### src/rtl/soc_cops_sqrt_axi_client.sv
// rtl/soc_cops_sqrt_axi_client.sv - AXI master client that pushes an operand to the square-root engine, polls status and pops the result
// Optional build macro: COPS_CLIENT_TIMEOUT_EN (abort with an error after 256 not-ready status polls)
module soc_cops_sqrt_axi_client #(
    parameter logic [31:0] OP_ADDR   = 32'h1FD004F0,
    parameter logic [31:0] STAT_ADDR = 32'h1FD004F4,
    parameter logic [3:0]  AXI_ID    = 4'h0,
    parameter int unsigned POLL_GAP  = 4
) (
    input  logic        clk,
    input  logic        reset,

    input  logic        req_valid,
    output logic        req_ready,
    input  logic [31:0] req_data,

    output logic        rsp_valid,
    input  logic        rsp_ready,
    output logic [31:0] rsp_data,
    output logic        rsp_err,

    output logic [3:0]  axi_m_awid,
    output logic [31:0] axi_m_awaddr,
    output logic [7:0]  axi_m_awlen,
    output logic [2:0]  axi_m_awsize,
    output logic [1:0]  axi_m_awburst,
    output logic        axi_m_awuser,
    output logic        axi_m_awvalid,
    input  logic        axi_m_awready,

    output logic [31:0] axi_m_wdata,
    output logic [3:0]  axi_m_wstrb,
    output logic        axi_m_wlast,
    output logic        axi_m_wvalid,
    input  logic        axi_m_wready,

    input  logic [3:0]  axi_m_bid,
    input  logic [1:0]  axi_m_bresp,
    input  logic        axi_m_bvalid,
    output logic        axi_m_bready,

    output logic [3:0]  axi_m_arid,
    output logic [31:0] axi_m_araddr,
    output logic [7:0]  axi_m_arlen,
    output logic [2:0]  axi_m_arsize,
    output logic [1:0]  axi_m_arburst,
    output logic        axi_m_aruser,
    output logic        axi_m_arvalid,
    input  logic        axi_m_arready,

    input  logic [3:0]  axi_m_rid,
    input  logic [31:0] axi_m_rdata,
    input  logic [1:0]  axi_m_rresp,
    input  logic        axi_m_rlast,
    input  logic        axi_m_rvalid,
    output logic        axi_m_rready
);

    typedef enum logic [3:0] {
        IDLE,
        WR,
        WRESP,
        PAR,
        PR,
        GAP,
        DAR,
        DR,
        RSP
    } state_t;

    // GAP is entered with POLL_GAP-1 and leaves when the counter reads zero,
    // so it occupies exactly POLL_GAP cycles.
    localparam logic [3:0] GAP_LOAD = (POLL_GAP == 0) ? 4'd0 : 4'(POLL_GAP - 1);

    state_t      state;
    state_t      state_n;
    logic [31:0] rsp_data_n;
    logic        rsp_err_n;
    logic        aw_done;
    logic        w_done;
    logic        aw_fin;
    logic        w_fin;
    logic        poll_to;
    logic [3:0]  gap_cnt;

`ifdef COPS_CLIENT_TIMEOUT_EN
    logic [7:0]  poll_cnt;
`endif

    // Single beat, full-word, INCR bursts; IDs and user bits are constant.
    assign axi_m_awid    = AXI_ID;
    assign axi_m_awlen   = 8'd0;
    assign axi_m_awsize  = 3'd2;
    assign axi_m_awburst = 2'd1;
    assign axi_m_awuser  = 1'b0;
    assign axi_m_wstrb   = 4'hF;
    assign axi_m_wlast   = 1'b1;
    assign axi_m_arid    = AXI_ID;
    assign axi_m_arlen   = 8'd0;
    assign axi_m_arsize  = 3'd2;
    assign axi_m_arburst = 2'd1;
    assign axi_m_aruser  = 1'b0;

    // State register.
    always_ff @(posedge clk or posedge reset) begin
        if (reset) begin
            state <= IDLE;
        end else begin
            state <= state_n;
        end
    end

    // Next-state selection and the response value captured on entry to RSP.
    always_comb begin
        state_n    = state;
        rsp_data_n = rsp_data;
        rsp_err_n  = rsp_err;
        aw_fin     = aw_done | (axi_m_awvalid & axi_m_awready);
        w_fin      = w_done  | (axi_m_wvalid  & axi_m_wready);
        poll_to    = 1'b0;
`ifdef COPS_CLIENT_TIMEOUT_EN
        poll_to    = (poll_cnt == 8'hFF);
`endif
        case (state)
            IDLE: begin
                if (req_valid && req_ready) begin
                    state_n = WR;
                end
            end
            WR: begin
                if (aw_fin && w_fin) begin
                    state_n = WRESP;
                end
            end
            WRESP: begin
                if (axi_m_bvalid && axi_m_bready) begin
                    if (axi_m_bresp == 2'b00) begin
                        state_n = PAR;
                    end else begin
                        state_n    = RSP;
                        rsp_data_n = 32'h0;
                        rsp_err_n  = 1'b1;
                    end
                end
            end
            PAR: begin
                if (axi_m_arvalid && axi_m_arready) begin
                    state_n = PR;
                end
            end
            PR: begin
                if (axi_m_rvalid && axi_m_rready) begin
                    if (axi_m_rresp != 2'b00) begin
                        state_n    = RSP;
                        rsp_data_n = 32'h0;
                        rsp_err_n  = 1'b1;
                    end else if (axi_m_rdata[0]) begin
                        state_n = DAR;
                    end else if (poll_to) begin
                        state_n    = RSP;
                        rsp_data_n = 32'hFFFFFFFF;
                        rsp_err_n  = 1'b1;
                    end else if (POLL_GAP == 0) begin
                        state_n = PAR;
                    end else begin
                        state_n = GAP;
                    end
                end
            end
            GAP: begin
                if (gap_cnt == 4'd0) begin
                    state_n = PAR;
                end
            end
            DAR: begin
                if (axi_m_arvalid && axi_m_arready) begin
                    state_n = DR;
                end
            end
            DR: begin
                if (axi_m_rvalid && axi_m_rready) begin
                    state_n    = RSP;
                    rsp_data_n = axi_m_rdata;
                    rsp_err_n  = (axi_m_rresp != 2'b00);
                end
            end
            RSP: begin
                if (rsp_valid && rsp_ready) begin
                    state_n = IDLE;
                end
            end
            default: begin
                state_n = IDLE;
            end
        endcase
    end

    // Registered handshake outputs, addresses and response, derived from the upcoming state.
    always_ff @(posedge clk or posedge reset) begin
        if (reset) begin
            req_ready     <= 1'b0;
            rsp_valid     <= 1'b0;
            rsp_data      <= 32'h0;
            rsp_err       <= 1'b0;
            axi_m_awaddr  <= 32'h0;
            axi_m_awvalid <= 1'b0;
            axi_m_wdata   <= 32'h0;
            axi_m_wvalid  <= 1'b0;
            axi_m_bready  <= 1'b0;
            axi_m_araddr  <= 32'h0;
            axi_m_arvalid <= 1'b0;
            axi_m_rready  <= 1'b0;
            aw_done       <= 1'b0;
            w_done        <= 1'b0;
            gap_cnt       <= 4'd0;
        end else begin
            req_ready    <= (state_n == IDLE);
            axi_m_bready <= (state_n == WRESP);
            axi_m_rready <= (state_n == PR) || (state_n == DR);
            rsp_valid    <= (state_n == RSP);
            rsp_data     <= rsp_data_n;
            rsp_err      <= rsp_err_n;

            // Address and data channels of the write run independently and
            // each drops its valid right after its own handshake.
            if (state != WR && state_n == WR) begin
                axi_m_awaddr  <= OP_ADDR;
                axi_m_awvalid <= 1'b1;
                axi_m_wdata   <= req_data;
                axi_m_wvalid  <= 1'b1;
                aw_done       <= 1'b0;
                w_done        <= 1'b0;
            end else begin
                if (axi_m_awvalid && axi_m_awready) begin
                    axi_m_awvalid <= 1'b0;
                    aw_done       <= 1'b1;
                end
                if (axi_m_wvalid && axi_m_wready) begin
                    axi_m_wvalid <= 1'b0;
                    w_done       <= 1'b1;
                end
            end

            // Status and data reads share the AR channel; only the address differs.
            if ((state_n == PAR || state_n == DAR) && state_n != state) begin
                axi_m_arvalid <= 1'b1;
                axi_m_araddr  <= (state_n == DAR) ? OP_ADDR : STAT_ADDR;
            end else if (axi_m_arvalid && axi_m_arready) begin
                axi_m_arvalid <= 1'b0;
            end

            if (state_n == GAP && state != GAP) begin
                gap_cnt <= GAP_LOAD;
            end else if (state == GAP && gap_cnt != 4'd0) begin
                gap_cnt <= gap_cnt - 4'd1;
            end
        end
    end

`ifdef COPS_CLIENT_TIMEOUT_EN
    // Completed status polls since the operand write began.
    always_ff @(posedge clk or posedge reset) begin
        if (reset) begin
            poll_cnt <= 8'd0;
        end else if (state_n == WR && state != WR) begin
            poll_cnt <= 8'd0;
        end else if (state == PR && axi_m_rvalid && axi_m_rready) begin
            poll_cnt <= poll_cnt + 8'd1;
        end
    end
`endif

endmodule

### config.mk
export PLATFORM = sky130hd
export DESIGN_NAME = soc_cops_sqrt_axi_client
export DESIGN_NICKNAME = d
export VERILOG_FILES = /design/src/rtl/soc_cops_sqrt_axi_client.sv
export SDC_FILE = /design/constraint.sdc
export NUM_CORES = 1
export LEC_CHECK = 0
export ABC_AREA = 1
export CAP_MARGIN = 20
export CORE_MARGIN = 2
export CORE_UTILIZATION = 41
export DETAILED_ROUTE_END_ITERATION = 12
export HOLD_SLACK_MARGIN = 0.1
export PLACE_DENSITY = 0.86
export SLEW_MARGIN = 15
export SYNTH_ARGS = -nofsm -noshare
export SYNTH_HDL_FRONTEND = slang
export SYNTH_SLANG_ARGS = --single-unit
### constraint.sdc
create_clock -name clk -period 5.3 [get_ports clk]
set_input_delay 0.53 -clock clk [delete_from_list [all_inputs] [get_ports clk]]
set_output_delay 0.53 -clock clk [all_outputs]
set_load 0.01 [all_outputs]
; Word-level counts from Yosys, hierarchy flattened
; Index checks and enable logic that the tools add are counted.
[totals]
reg_bits = 115
latchBits = 0
mem_bits_rw = 0
rom_bits = 0
in_bits = 86
output_inout_bits = 177
wordCells = 109
mem_count = 0
[classes]
n_addsub = 1
n_mul = 0
n_div = 0
n_lt_le_gt_ge = 0
n_eq_ne = 24
n_shift = 0
muxes = 38
bitwise = 4
n_reduce_logical = 26
[ops]
columns = operator, n
row1 = 32-bit two-way mux, 5
row2 = 32-bit one-hot mux with 3 select lines, 1
row3 = 4-bit two-way mux, 13
row4 = 4-bit one-hot mux with 9 select lines, 1
row5 = 4-bit by 3-bit == test with 1-bit output (second input constant), 8
row6 = 4-bit by 2-bit == test with 1-bit output (second input constant), 4
row7 = 1-bit two-way mux, 15
row8 = 1-bit logical AND, 12
row9 = 4-bit logical NOT, 3
row10 = 2-bit != test (second input constant), 5
row11 = 2-bit nonzero test, 5
row12 = 4-bit by 1-bit == test with 1-bit output (second input constant), 2
row13 = 4-bit == test (second input constant), 2
row14 = 6-bit AND reduction, 1
row15 = 4-bit by 1-bit != test with 1-bit output (second input constant), 1
row16 = 4-bit by 3-bit != test with 1-bit output (second input constant), 1
row17 = 4-bit != test, 1
row18 = 4-bit nonzero test, 1
row19 = 4-bit by 1-bit subtractor with 4-bit output (second input constant), 1
row20 = 3-bit two-way mux, 1
row21 = 1-bit one-hot mux with 3 select lines, 1
row22 = 3-bit nonzero test, 1
row23 = 1-bit AND, 2
row24 = 2-bit logical NOT, 1
row25 = 3 further kinds, 5

; Depth between registers and ports, before layout
[logic_depth]
ltp_word = 9
mapped_depth = 14
ltp_nobuf = 14

; Worst setup path before layout
; OpenSTA, ideal clock, no wires.
[synth_timing]
kind = input to register
from = input axi_m_rvalid
to = register axi_m_araddr[2]
setup_time_ps = 117
t_arrival_ps = 1546
required_ps = 5183
setup_slack_ps = 3637
stages = 11
path_buffers = 0
cell_sequence = nand2_2 nor2_1 nor2_4 nor2_1 nand3_2 nor2_1 nand3_1 nand2_1 nand2_2 nand2_1 nand2_1
[synth_between]
elab_chain_cells = 6
elab_cells_between_ends = 10
cone_classes = eq/ne: 3 / mux: 4 / reduce/logical: 3
[synth_lines]
columns = element, line_no
row1 = from (decl), 54  ; input logic axi_m_rvalid,
row2 = 1-bit logical AND *, "151, 180"
row3 = 4-bit two-way mux (on tied branches), "180, 151"
row4 = 4-bit one-hot mux with 9 select lines *, 123  ; case (state)
row5 = net state_n[2], 75  ; state_t state_n;
row6 = 4-bit by 2-bit == test with 1-bit output / 4-bit by 3-bit == test with 1-bit output (equally long branches), "244, 246"
row7 = 1-bit logical OR, 244  ; if ((state_n == PAR || state_n == DAR) && state_n != state) begin
row8 = 1-bit logical AND, 244
row9 = to (signal assigned), 246  ; axi_m_araddr <= (state_n == DAR) ? OP_ADDR : STAT_ADDR;
row10 = to (decl), 42  ; output logic [31:0] axi_m_araddr,
; The timed path passes the listed nets; every way through them passes the cells marked *.
; A chain may end at the register's enable or synchronous reset.

; Worst setup path in the final report
; Same ends and word-level chain as after synthesis.

==> results.sh <==
export IMPL_status="complete, no violations"
export IMPL_pin_count=263
export IMPL_reg2regPathDepth=11
export IMPL_grt_setup_unrepaired="no"
export IMPL_detail_route_wirelength_um=10200
export IMPL_timing_slew_headroom=0.360
export IMPL_die_width_um=109
export IMPL_count_of_hold_fix_buffers_inserted_at_cts=0
export IMPL_placed_cells=771
export IMPL_finalSetupViolations=0
export IMPL_cp_max_fo=34
export IMPL_worst_ir_drop_vdd_uv=248
export IMPL_cts_sinks=85
export IMPL_critPathLaunch="axi_m_rvalid"
export IMPL_standard_cell_with_the_maximum_stage_delay_on_the_critical_path="clkinv_1"
export IMPL_whs_ns=0.473
export IMPL_lkg_pwr_nw=3.03
export IMPL_first_global_vias=3340
export IMPL_avgSynthCellArea_um2=9.08
export IMPL_dominantRegCellSynth="dfrtp_1"
export IMPL_setup_total_negative_slack_ns=0
export IMPL_worst_slew_pin_slew_ns=0.954
export IMPL_gr_total_overflow=0
export IMPL_mostFrequentLayoutCell="clkdlybuf4s50_1"
export IMPL_post_layout_total_power_mw=2.53
export IMPL_postCtsResizedCells=0
export IMPL_yosys_mux_area_fraction=0.0804
export IMPL_rows=38
export IMPL_dpl_instance_area_mm2=0.00589
export IMPL_timing_hold_worst_class="reg -> reg"
export IMPL_max_stage_delay_ns=0.77
export IMPL_number_of_register_bits_inferred_by_synthesis=85
export IMPL_post_synth_instance_area_mm2=0.00448
export IMPL_synth_fa_ha_area_frac=0.00279
export IMPL_core_mm2=0.0107
export IMPL_post_route_min_period_ns=2.77
export IMPL_post_detailed_route_wirelength_per_cell_um=13.0
export IMPL_postLayoutCellArea_mm2=0.00609
export IMPL_layout_cells_sized_above_1=0.113
export IMPL_numPortBuffers=175
export IMPL_path_clk_slew_ns=0.09
export IMPL_critical_path_required_ns=5.53
export IMPL_grt_antenna_before_repair=0
export IMPL_cts_root_buf="clkbuf_8"
export IMPL_route_detailed_vias_per_inst=4.47
export IMPL_syn_instance_count=494
export IMPL_crit_path_cell_trace="clkdlybuf4s50_1, nand2_2, clkinv_1, nand3_1, nand2_1, inv_1, nand3_1, nor2_1, nand3_1, nand2_1, nand2_2, nand2_1, nand2_1"
export IMPL_dominant_combinational_cell_family_by_area_after_synthesis="simple AND/OR/NAND/NOR gates"
export IMPL_setup_worst_path_class="in -> reg"
export IMPL_critPathArrivalTime_ns=3.01
export IMPL_worstSetupEndpointType="flop"
export IMPL_pwr_density_cell_mw_per_mm2=416
export IMPL_grt_pass1_wl_um=15700
export IMPL_crit_reg2reg_launch="state[1]"
export IMPL_diodes=0
export IMPL_yosys_warnings=0
export IMPL_drt_pass1_iterations=4
export IMPL_synth_compound_area_frac=0.0114
export IMPL_number_of_buffers_inserted_by_post_cts_setup_repair=0
export IMPL_drv_slew=0
export IMPL_max_cap_violations=0
export IMPL_final_fill_count=929
export IMPL_holdPathStages=2
export IMPL_tritoncts="built"
export IMPL_nNetsFinal=729
export IMPL_synth_simple_gate_area_frac=0.215
export IMPL_ys_async_sr_fraction=1.00
export IMPL_ctsLongestPathBuffers=2
export IMPL_initial_core_utilization=0.417
export IMPL_pre_cts_slack_ns=2.17
export IMPL_timing_fmax_mhz=361
export IMPL_timing_critical_path_from_type="primary input"
export IMPL_dieHeight_um=109
export IMPL_hold_path_startpoint="rsp_data[18]"
export IMPL_critPathMostFrequentCell="nand2_1"
export IMPL_clkLatencyLatePin_ns=0.34
export IMPL_synth_xor_xnor_area_share=0.00195
export IMPL_drc_errors=0
export IMPL_grt_max_degree=49
export IMPL_postLayoutSetupSlackWorst_ns=2.53
export IMPL_flow_area_growth_from_synthesis_pct=35.9
export IMPL_dieArea_mm2=0.0118
export IMPL_cts_htree_levels=3
export IMPL_cts_made_buffers=9
export IMPL_layout_cells_most_common_list="clkdlybuf4s50_1 (175), nand2_1 (121), dfrtp_1 (85)"
export IMPL_gp_congestion=0.912
export IMPL_ant_nets=0
export IMPL_timing_hold_violations_final=0
export IMPL_fin_skew_ns=0.00926
export IMPL_finalCoreUtilization=0.567
export IMPL_edff_count_synth=0
export IMPL_track_usage=0.171
export IMPL_synth_lib_cells_used_distinct=29
export IMPL_finish_cell_count_without_fillers=786
export IMPL_final_min_period_over_clock_period=0.523
export IMPL_post_dp_hpwl_um=7790
export IMPL_share_of_synthesized_area_occupied_by_flip_flops_and_latches=0.474
export IMPL_route_vias_total=3514
export IMPL_drt_first_iter_violations=201
## cell usage after synthesis (2+ instances only)
cell / number / area share
dfrtp_1: 85 / 0.47
o21ai_0: 4 / 0.0045
inv_1: 28 / 0.023
nand2_2: 5 / 0.0070
mux2_2: 32 / 0.080
nor2_4: 2 / 0.0050
nand2_1: 121 / 0.10
buf_4: 102 / 0.17
a21oi_1: 2 / 0.0022
nand4_1: 5 / 0.0070
clkbuf_1: 6 / 0.0050
nor2_1: 19 / 0.016
nor2_2: 5 / 0.0070
buf_2: 7 / 0.0078
nor3_1: 2 / 0.0022
nand3_1: 49 / 0.055
nand3_2: 3 / 0.0067
conb_1: 2 / 0.0017
inv_2: 5 / 0.0042
## worst paths after layout
check,end,slack (ns)
min in group asynchronous,axi_m_wdata[0],0.57
hold reg to reg,rsp_data[18],0.47
max in group asynchronous,state[0],3.65
setup / recovery,axi_m_araddr[2],2.53
hold / removal,rsp_data[18],0.47
setup reg to reg,axi_m_araddr[2],2.58
## worst max-delay path: cells and delay by family
family	cells	cell delay, ns
buffers and inverters	3	1.27
and+or+nand+nor	10	1.19
## power by group
part,internal (mW),switching [mW]
Combinational,0.555,0.563
Sequential,0.840,0.111
Clock,0.241,0.224
## metal layers
metal	global-route usage	wire, µm	up-vias
met5	0	0	-
met4	0.0659	172	0
met3	0.0470	898	13
met2	0.297	5240	159
met1	0.199	3930	1664
li1	-	-	1678
## kinds of logic after synthesis
family,Yosys count
AO/OA/AOI/OAI,9
XOR/XNOR,1
adder cells (fa/ha/maj),1
buffers and inverters,149
flip-flops,85
multiplexers,32
other,2
AND/OR/NAND/NOR,215
## sequential cells by signal (all words and copies together) (netlist names), 2 cells and up
signal        cells
axi_m_wdata      32
rsp_data         32
axi_m_araddr      2
gap_cnt           4
state             4
## final cells by class
cell class,instances,area (µm²),area share
multi-input combinational,336,1700,0.279
sequential,85,2130,0.349
timing repair buffer,176,1760,0.289
inverter,34,129,0.0212
clock inverter,3,45.0,0.00739
clock buffer,12,155,0.0255
tap,140,175,0.0288
No activity file was read; power rests on OpenSTA's default activity.
